[config.mk]
export PLATFORM = sky130hd
export DESIGN_NAME = seq_detector_param
export DESIGN_NICKNAME = d
export VERILOG_FILES = /design/src/rtl/seq_det_pkg.sv /design/src/rtl/seq_det_history.sv /design/src/rtl/seq_detector_param.sv
export SDC_FILE = /design/constraint.sdc
export NUM_CORES = 1
export LEC_CHECK = 0
export CELL_PAD_IN_SITES_DETAIL_PLACEMENT = 0
export CELL_PAD_IN_SITES_GLOBAL_PLACEMENT = 1
export CORE_MARGIN = 2
export CORE_UTILIZATION = 38
export CTS_BUF_LIST = sky130_fd_sc_hd__clkbuf_2 sky130_fd_sc_hd__clkbuf_4 sky130_fd_sc_hd__clkbuf_8
export CTS_CLUSTER_SIZE = 16
export DETAILED_ROUTE_END_ITERATION = 8
export PLACE_DENSITY = 0.74
export SETUP_SLACK_MARGIN = 0.1
export SYNTH_ARGS = -nofsm -noshare
export SYNTH_HDL_FRONTEND = slang
export SYNTH_SLANG_ARGS = --single-unit
[constraint.sdc]
create_clock -name clock -period 4.6 [get_ports clock]
set_input_delay 0.92 -clock clock [delete_from_list [all_inputs] [get_ports clock]]
set_output_delay 0.92 -clock clock [all_outputs]
set_load 0.03 [all_outputs]
[src/rtl/seq_det_pkg.sv]
// rtl/seq_det_pkg.sv - shared types and defaults for the parameterised sequence detector
package seq_det_pkg;

    localparam int DEF_DATA_W  = 3;
    localparam int DEF_SEQ_LEN = 8;
    localparam int DEF_CNT_W   = 8;

    // Element 0 (first expected element) sits in the LSBs.
    localparam logic [DEF_SEQ_LEN*DEF_DATA_W-1:0] DEF_PATTERN = {
        3'b101, 3'b011, 3'b110, 3'b110, 3'b000, 3'b110, 3'b101, 3'b001
    };

    // Detection control: FILLING until SEQ_LEN beats are held, then ARMED.
    typedef enum logic {
        FILLING = 1'b0,
        ARMED   = 1'b1
    } det_state_t;

    // Fill counter has to represent 0..seq_len inclusive.
    function automatic int fill_width(input int seq_len);
        return $clog2(seq_len + 1);
    endfunction

endpackage

[src/rtl/seq_det_history.sv]
// rtl/seq_det_history.sv - history shift register of accepted elements with saturating fill counter
module seq_det_history
    import seq_det_pkg::*;
#(
    parameter int DATA_W  = DEF_DATA_W,
    parameter int SEQ_LEN = DEF_SEQ_LEN,
    parameter int FILL_W  = fill_width(DEF_SEQ_LEN)
)(
    input  logic                      clock,
    input  logic                      reset,
    input  logic                      shift_en,
    input  logic                      fill_clr,
    input  logic [DATA_W-1:0]         data_in,
    output logic [SEQ_LEN*DATA_W-1:0] history,
    output logic [FILL_W-1:0]         fill
);

    localparam int                HW        = SEQ_LEN * DATA_W;
    localparam logic [FILL_W-1:0] FULL_FILL = FILL_W'(SEQ_LEN);

    // Element 0 is the oldest; new elements enter at the top and the oldest drops out the bottom.
    always_ff @(posedge clock or negedge reset) begin
        if (!reset) begin
            history <= '0;
        end else if (shift_en) begin
            history <= HW'({data_in, history} >> DATA_W);
        end
    end

    // Fill counts accepted elements up to SEQ_LEN; a clear overrides a concurrent shift.
    always_ff @(posedge clock or negedge reset) begin
        if (!reset) begin
            fill <= '0;
        end else if (fill_clr) begin
            fill <= '0;
        end else if (shift_en && (fill != FULL_FILL)) begin
            fill <= fill + 1'b1;
        end
    end

endmodule

[src/rtl/seq_detector_param.sv]
// rtl/seq_detector_param.sv - parameterised stream pattern detector; optional per-element mask under SEQ_DET_MASK_EN
module seq_detector_param
    import seq_det_pkg::*;
#(
    parameter int                          DATA_W       = DEF_DATA_W,
    parameter int                          SEQ_LEN      = DEF_SEQ_LEN,
    parameter int                          CNT_W        = DEF_CNT_W,
    parameter logic [SEQ_LEN*DATA_W-1:0]   PATTERN_INIT = DEF_PATTERN
)(
    input  logic                       clock,
    input  logic                       reset,
    input  logic [DATA_W-1:0]          data_in,
    input  logic                       data_valid,
    input  logic                       overlap_en,
    input  logic                       cfg_wr,
    input  logic [$clog2(SEQ_LEN)-1:0] cfg_idx,
    input  logic [DATA_W-1:0]          cfg_data,
`ifdef SEQ_DET_MASK_EN
    input  logic                       cfg_mask,
`endif
    input  logic                       clear_count,
    output logic                       sequence_found,
    output logic [CNT_W-1:0]           match_count
);

    localparam int                HW        = SEQ_LEN * DATA_W;
    localparam int                IDX_W     = $clog2(SEQ_LEN);
    localparam int                FILL_W    = fill_width(SEQ_LEN);
    localparam logic [FILL_W-1:0] LAST_FILL = FILL_W'(SEQ_LEN - 1);
    localparam logic [CNT_W-1:0]  CNT_MAX   = '1;

    logic [DATA_W-1:0]  pattern_q [SEQ_LEN];
    logic [HW-1:0]      history;
    logic [FILL_W-1:0]  fill;
    logic [HW-1:0]      window;
    logic [SEQ_LEN-1:0] elem_ok;
    logic [SEQ_LEN-1:0] elem_mask;
    logic               cfg_hit;
    logic               accept;
    logic               match;
    logic               fill_clr;
    logic               armed;
    det_state_t         state;
    det_state_t         state_next;

    // An out-of-range index is treated as no write at all, so it neither clears fill nor blocks data.
    assign cfg_hit  = cfg_wr && (32'(cfg_idx) < 32'(SEQ_LEN));
    assign accept   = data_valid && !cfg_hit;
    assign fill_clr = cfg_hit || (match && !overlap_en);

    seq_det_history #(
        .DATA_W  (DATA_W),
        .SEQ_LEN (SEQ_LEN),
        .FILL_W  (FILL_W)
    ) u_history (
        .clock    (clock),
        .reset    (reset),
        .shift_en (accept),
        .fill_clr (fill_clr),
        .data_in  (data_in),
        .history  (history),
        .fill     (fill)
    );

    // Pattern elements reload from PATTERN_INIT on reset and are rewritten one at a time via cfg_wr.
    always_ff @(posedge clock or negedge reset) begin
        if (!reset) begin
            for (int k = 0; k < SEQ_LEN; k++) begin
                pattern_q[k] <= PATTERN_INIT[k*DATA_W +: DATA_W];
            end
        end else if (cfg_hit) begin
            pattern_q[cfg_idx] <= cfg_data;
        end
    end

`ifdef SEQ_DET_MASK_EN
    logic [SEQ_LEN-1:0] mask_q;

    // Mask bit is captured alongside the element value; a set bit makes that element a wildcard.
    always_ff @(posedge clock or negedge reset) begin
        if (!reset) begin
            mask_q <= '0;
        end else if (cfg_hit) begin
            mask_q[cfg_idx] <= cfg_mask;
        end
    end

    assign elem_mask = mask_q;
`else
    assign elem_mask = '0;
`endif

    // Candidate history as it will look after this beat shifts in, compared element by element.
    assign window = HW'({data_in, history} >> DATA_W);

    always_comb begin
        elem_ok = '0;
        for (int k = 0; k < SEQ_LEN; k++) begin
            elem_ok[k] = elem_mask[k] || (window[k*DATA_W +: DATA_W] == pattern_q[k]);
        end
    end

    // The beat completes a full window if we are already armed or it is the SEQ_LEN-th element.
    assign match = accept && (armed || (fill == LAST_FILL)) && (&elem_ok);

    // Detection FSM state register.
    always_ff @(posedge clock or negedge reset) begin
        if (!reset) begin
            state <= FILLING;
        end else begin
            state <= state_next;
        end
    end

    // Detection FSM next state: arm on the last filling beat, drop back on config or a non-overlapping match.
    always_comb begin
        state_next = state;
        case (state)
            FILLING: begin
                if (accept && (fill == LAST_FILL) && !(match && !overlap_en)) begin
                    state_next = ARMED;
                end
            end
            ARMED: begin
                if (cfg_hit || (match && !overlap_en)) begin
                    state_next = FILLING;
                end
            end
            default: state_next = FILLING;
        endcase
    end

    // Detection FSM outputs.
    always_comb begin
        armed = 1'b0;
        if (state == ARMED) begin
            armed = 1'b1;
        end
    end

    // Match pulse is registered so it appears the cycle after the completing beat.
    always_ff @(posedge clock or negedge reset) begin
        if (!reset) begin
            sequence_found <= 1'b0;
        end else begin
            sequence_found <= match;
        end
    end

    // Saturating match counter; a clear coinciding with a match leaves exactly that one match counted.
    always_ff @(posedge clock or negedge reset) begin
        if (!reset) begin
            match_count <= '0;
        end else if (clear_count) begin
            match_count <= match ? CNT_W'(1) : '0;
        end else if (match && (match_count != CNT_MAX)) begin
            match_count <= match_count + 1'b1;
        end
    end

endmodule
==> impl_metrics.py <==
metrics = {
    "yosys": {
        "ys.flop_type": "dfrtp_1",
        "postSynthAreaPerCell_um2": 13.1,
        "ys_seq_elements": 59,
        "netlist_top_cells_area": "dfrtp_1 (40%), mux2_2 (17%), dfstp_2 (12%)",
        "synth_edf_count": 0,
        "synth_nets": 240,
        "yosysWarnings": 0,
        "syn_inst": 222,
        "post-synth-top-area-cell": "dfrtp_1",
        "syn-cell-area_um2": 2910,
        "synth_top_area_share_pct": 39.6,
        "synth_cell_types": 49,
        "ys_seq_area_share_pct": 51.3,
        "async_flop_share_pct": 100,
    },
    "final_layout": {
        "final_nets": 271,
        "final_core_util_pct": 47.1,
        "multi_input_area_um2": 1360,
        "syn_to_final_growth_pct": 18.8,
        "nFillCells": 655,
        "instances_no_fill": 357,
        "diodes": 0,
        "register_area_um2": 1490,
        "final_area_um2": 3460,
        "layout-drive-gt1-share_pct": 34.9,
    },
    "clocking": {
        "cts.clk_slew.worst_paths_ns": 0.07,
        "h-tree-depth": 3,
        "cts_sinks": 59,
        "ctsHoldBuffers": 0,
        "clk_latency_ns": 0.33,
        "clock_tree.root_cell": "clkbuf_8",
        "clockBufferDepth": 2,
        "tritoncts": "yes",
        "cts_resized": 0,
        "post-cts-setup-buffers": 0,
        "cts_buffers": 9,
    },
    "timing": {
        "relSlewSlack_pct": 38.5,
        "period_needed_ns": 2.92,
        "slew_violations": 0,
        "fin_setup_tns_ns": 0,
        "final-hold-violation-count": 0,
        "fmax_mhz": 342,
        "worst_pin_slew_ns": 0.916,
        "fin_crit_sh_pct": 63.5,
        "rsz0062_at_grt": "false",
        "finalSetupViolCount": 0,
        "fin_skew_ns": 0.00841,
    },
    "route": {
        "via_count": 1844,
        "drc": 0,
        "wl_per_cell_um": 16.0,
        "firstDrtPassIters": 4,
        "via_per_inst": 5.17,
        "wirelength_um": 5700,
        "drt_iter0_markers": 65,
        "antenna_left": 0,
    },
    "critical_path": {
        "required_ns": 4.82,
        "end_kind": "flop",
        "critPathMaxFanout": 12,
        "startpoint_type": "input port",
        "crit_arrival_ns": 3.14,
        "crit_type": "input port to flop",
    },
    "floorplanning": {
        "fp.dieArea_um2": 8370,
        "die_height_um": 91.5,
        "rows": 31,
        "die_x_um": 91.5,
        "ioPinCount": 24,
        "coreArea_um2": 7330,
        "start_util_pct": 39.7,
    },
    "pwr": {
        "cellLeakagePower_uw": 0.00135,
        "powerDensity_nw_per_um2": 459,
        "max-vdd-ir-drop_mv": 0.310,
    },
    "placed_design": {
        "io_buffers": 23,
        "dpl.hpwl_um": 4090,
        "dp_cells": 341,
        "dpl-instance-area_um2": 3240,
        "place_congestion": 0.827,
    },
    "grt": {
        "grt.overflow.total": 0,
        "track_usage_pct": 14.8,
        "grt_max_degree": 51,
        "antenna_found_initial": 0,
        "grt_pass1_vias": 1851,
        "grt_pass1_wl_um": 9470,
    },
    "hold_path": {
        "hold_class": "input port to asynchronous set/reset pin",
    },
    "run_status": {
        "status": "complete, no violations",
    },
    "run": {
        "drv_cap": 0,
    },
}
[per-layer routing]
layer | GRT usage [%] | up-vias | part of all wire [%]
li1 | - | 884 | -
met1 | 19.0 | 929 | 46
met2 | 23.2 | 27 | 49
met3 | 5.73 | 4 | 4.1
met4 | 4.29 | 0 | 0.98
met5 | 0 | - | 0
[registers in the layout, indices dropped and copies added (netlist names)]
signal,count
u_history.fill,4
sequence_found,1
state,1
match_count,8
u_history.history,21
pattern_q,24
[report_power, final]
group / internal [uW] / total [uW] / switching (uW)
Sequential: 656 / 750 / 94.2
Combinational: 187 / 324 / 137
Clock: 315 / 512 / 197
Total: 1160 / 1590 / 428
[synth_stat cells (2+ instances only)]
library cell  number
nor2_1             2
nor3b_1            2
dfrtp_1           46
nand4_1           12
nand2b_1           2
nor4_4             2
inv_1              6
dfstp_2           13
a31o_2             2
nand3_1            3
nand2_1            6
a21oi_1            3
ha_1               3
and2_1             3
xor2_1             2
clkbuf_1           2
a311oi_1           2
mux2_2            45
nand4b_1           3
xnor2_1           24
buf_6              2
o21a_1             2
nor3_1             9
[final cells by class]
type / count / area share (%)
clock buffers: 11 / 4.02
clock inverters: 5 / 2.24
inverters: 6 / 0.652
multi-input cells: 152 / 39.4
flip-flops and latches: 59 / 43.2
well taps: 99 / 3.58
repair buffers: 25 / 6.95
[path summary, 6_finish.rpt]
kind                                                         end  slack (ns)                              from  cells past startpoint
worst max register to register        match_count[5]$_DFFE_PN0P_        2.23        match_count[0]$_DFFE_PN0P_                      6
min in group clock              u_history.history[3]$_DFFE_PN0P_        0.53  u_history.history[3]$_DFFE_PN0P_                      1
worst max-delay path                  match_count[7]$_DFFE_PN0P_        1.68                            cfg_wr                      6
worst min register to register  u_history.history[3]$_DFFE_PN0P_        0.53  u_history.history[3]$_DFFE_PN0P_                      1
max in group asynchronous              pattern_q[23]$_DFFE_PN0P_        3.29                             reset                      2
worst min-delay path                  match_count[3]$_DFFE_PN0P_        0.43                             reset                      1
[kinds of logic after synthesis]
family	after synthesis	synth area share, %
compound gates	18	5.55
xor+xnor	27	8.39
fa+ha+maj	3	1.29
buf+inv	11	1.94
flops	59	51.3
mux	47	18.2
simple gates	57	13.4
[critical path, stage by stage]
cell and delay, ns:
clkdlybuf4s50_1 0.65, nor2b_2 0.28, o211ai_4 0.11, nor4_2 0.65
nand2_1 0.15, o311a_1 0.38
[layout by cell type (no fill, tap or decap), types with 2 or more instances in the layout]
cell type,instances
dfstp_2,13
nand2_1,6
nand2b_1,2
buf_4,2
dfrtp_1,46
bufinv_16,2
clkbuf_8,9
and2_1,3
nor4_4,2
inv_1,6
a21oi_1,3
mux2_2,45
nor3_1,9
xnor2_1,24
nor3b_1,2
o21a_1,2
nor2_1,2
nand4b_1,3
a311oi_1,2
nand3_1,3
clkinv_2,2
clkbuf_4,2
ha_1,3
clkdlybuf4s50_1,22
xor2_1,2
a31o_2,2
nand4_1,12
[stage by stage]
step / power (uW) / setup slack, ns / hold slack [ns]
after CTS: 1610 / 1.72 / 0.421
after floorplan: 984 / 2.08 / 0.501
after global placement: 1080 / 1.42 / 0.510
after detailed placement: 1090 / 1.35 / 0.515
final: 1590 / 1.68 / 0.434
after global routing: 1680 / 1.54 / 0.414
Note: power is estimated with default switching activity, not from simulation.
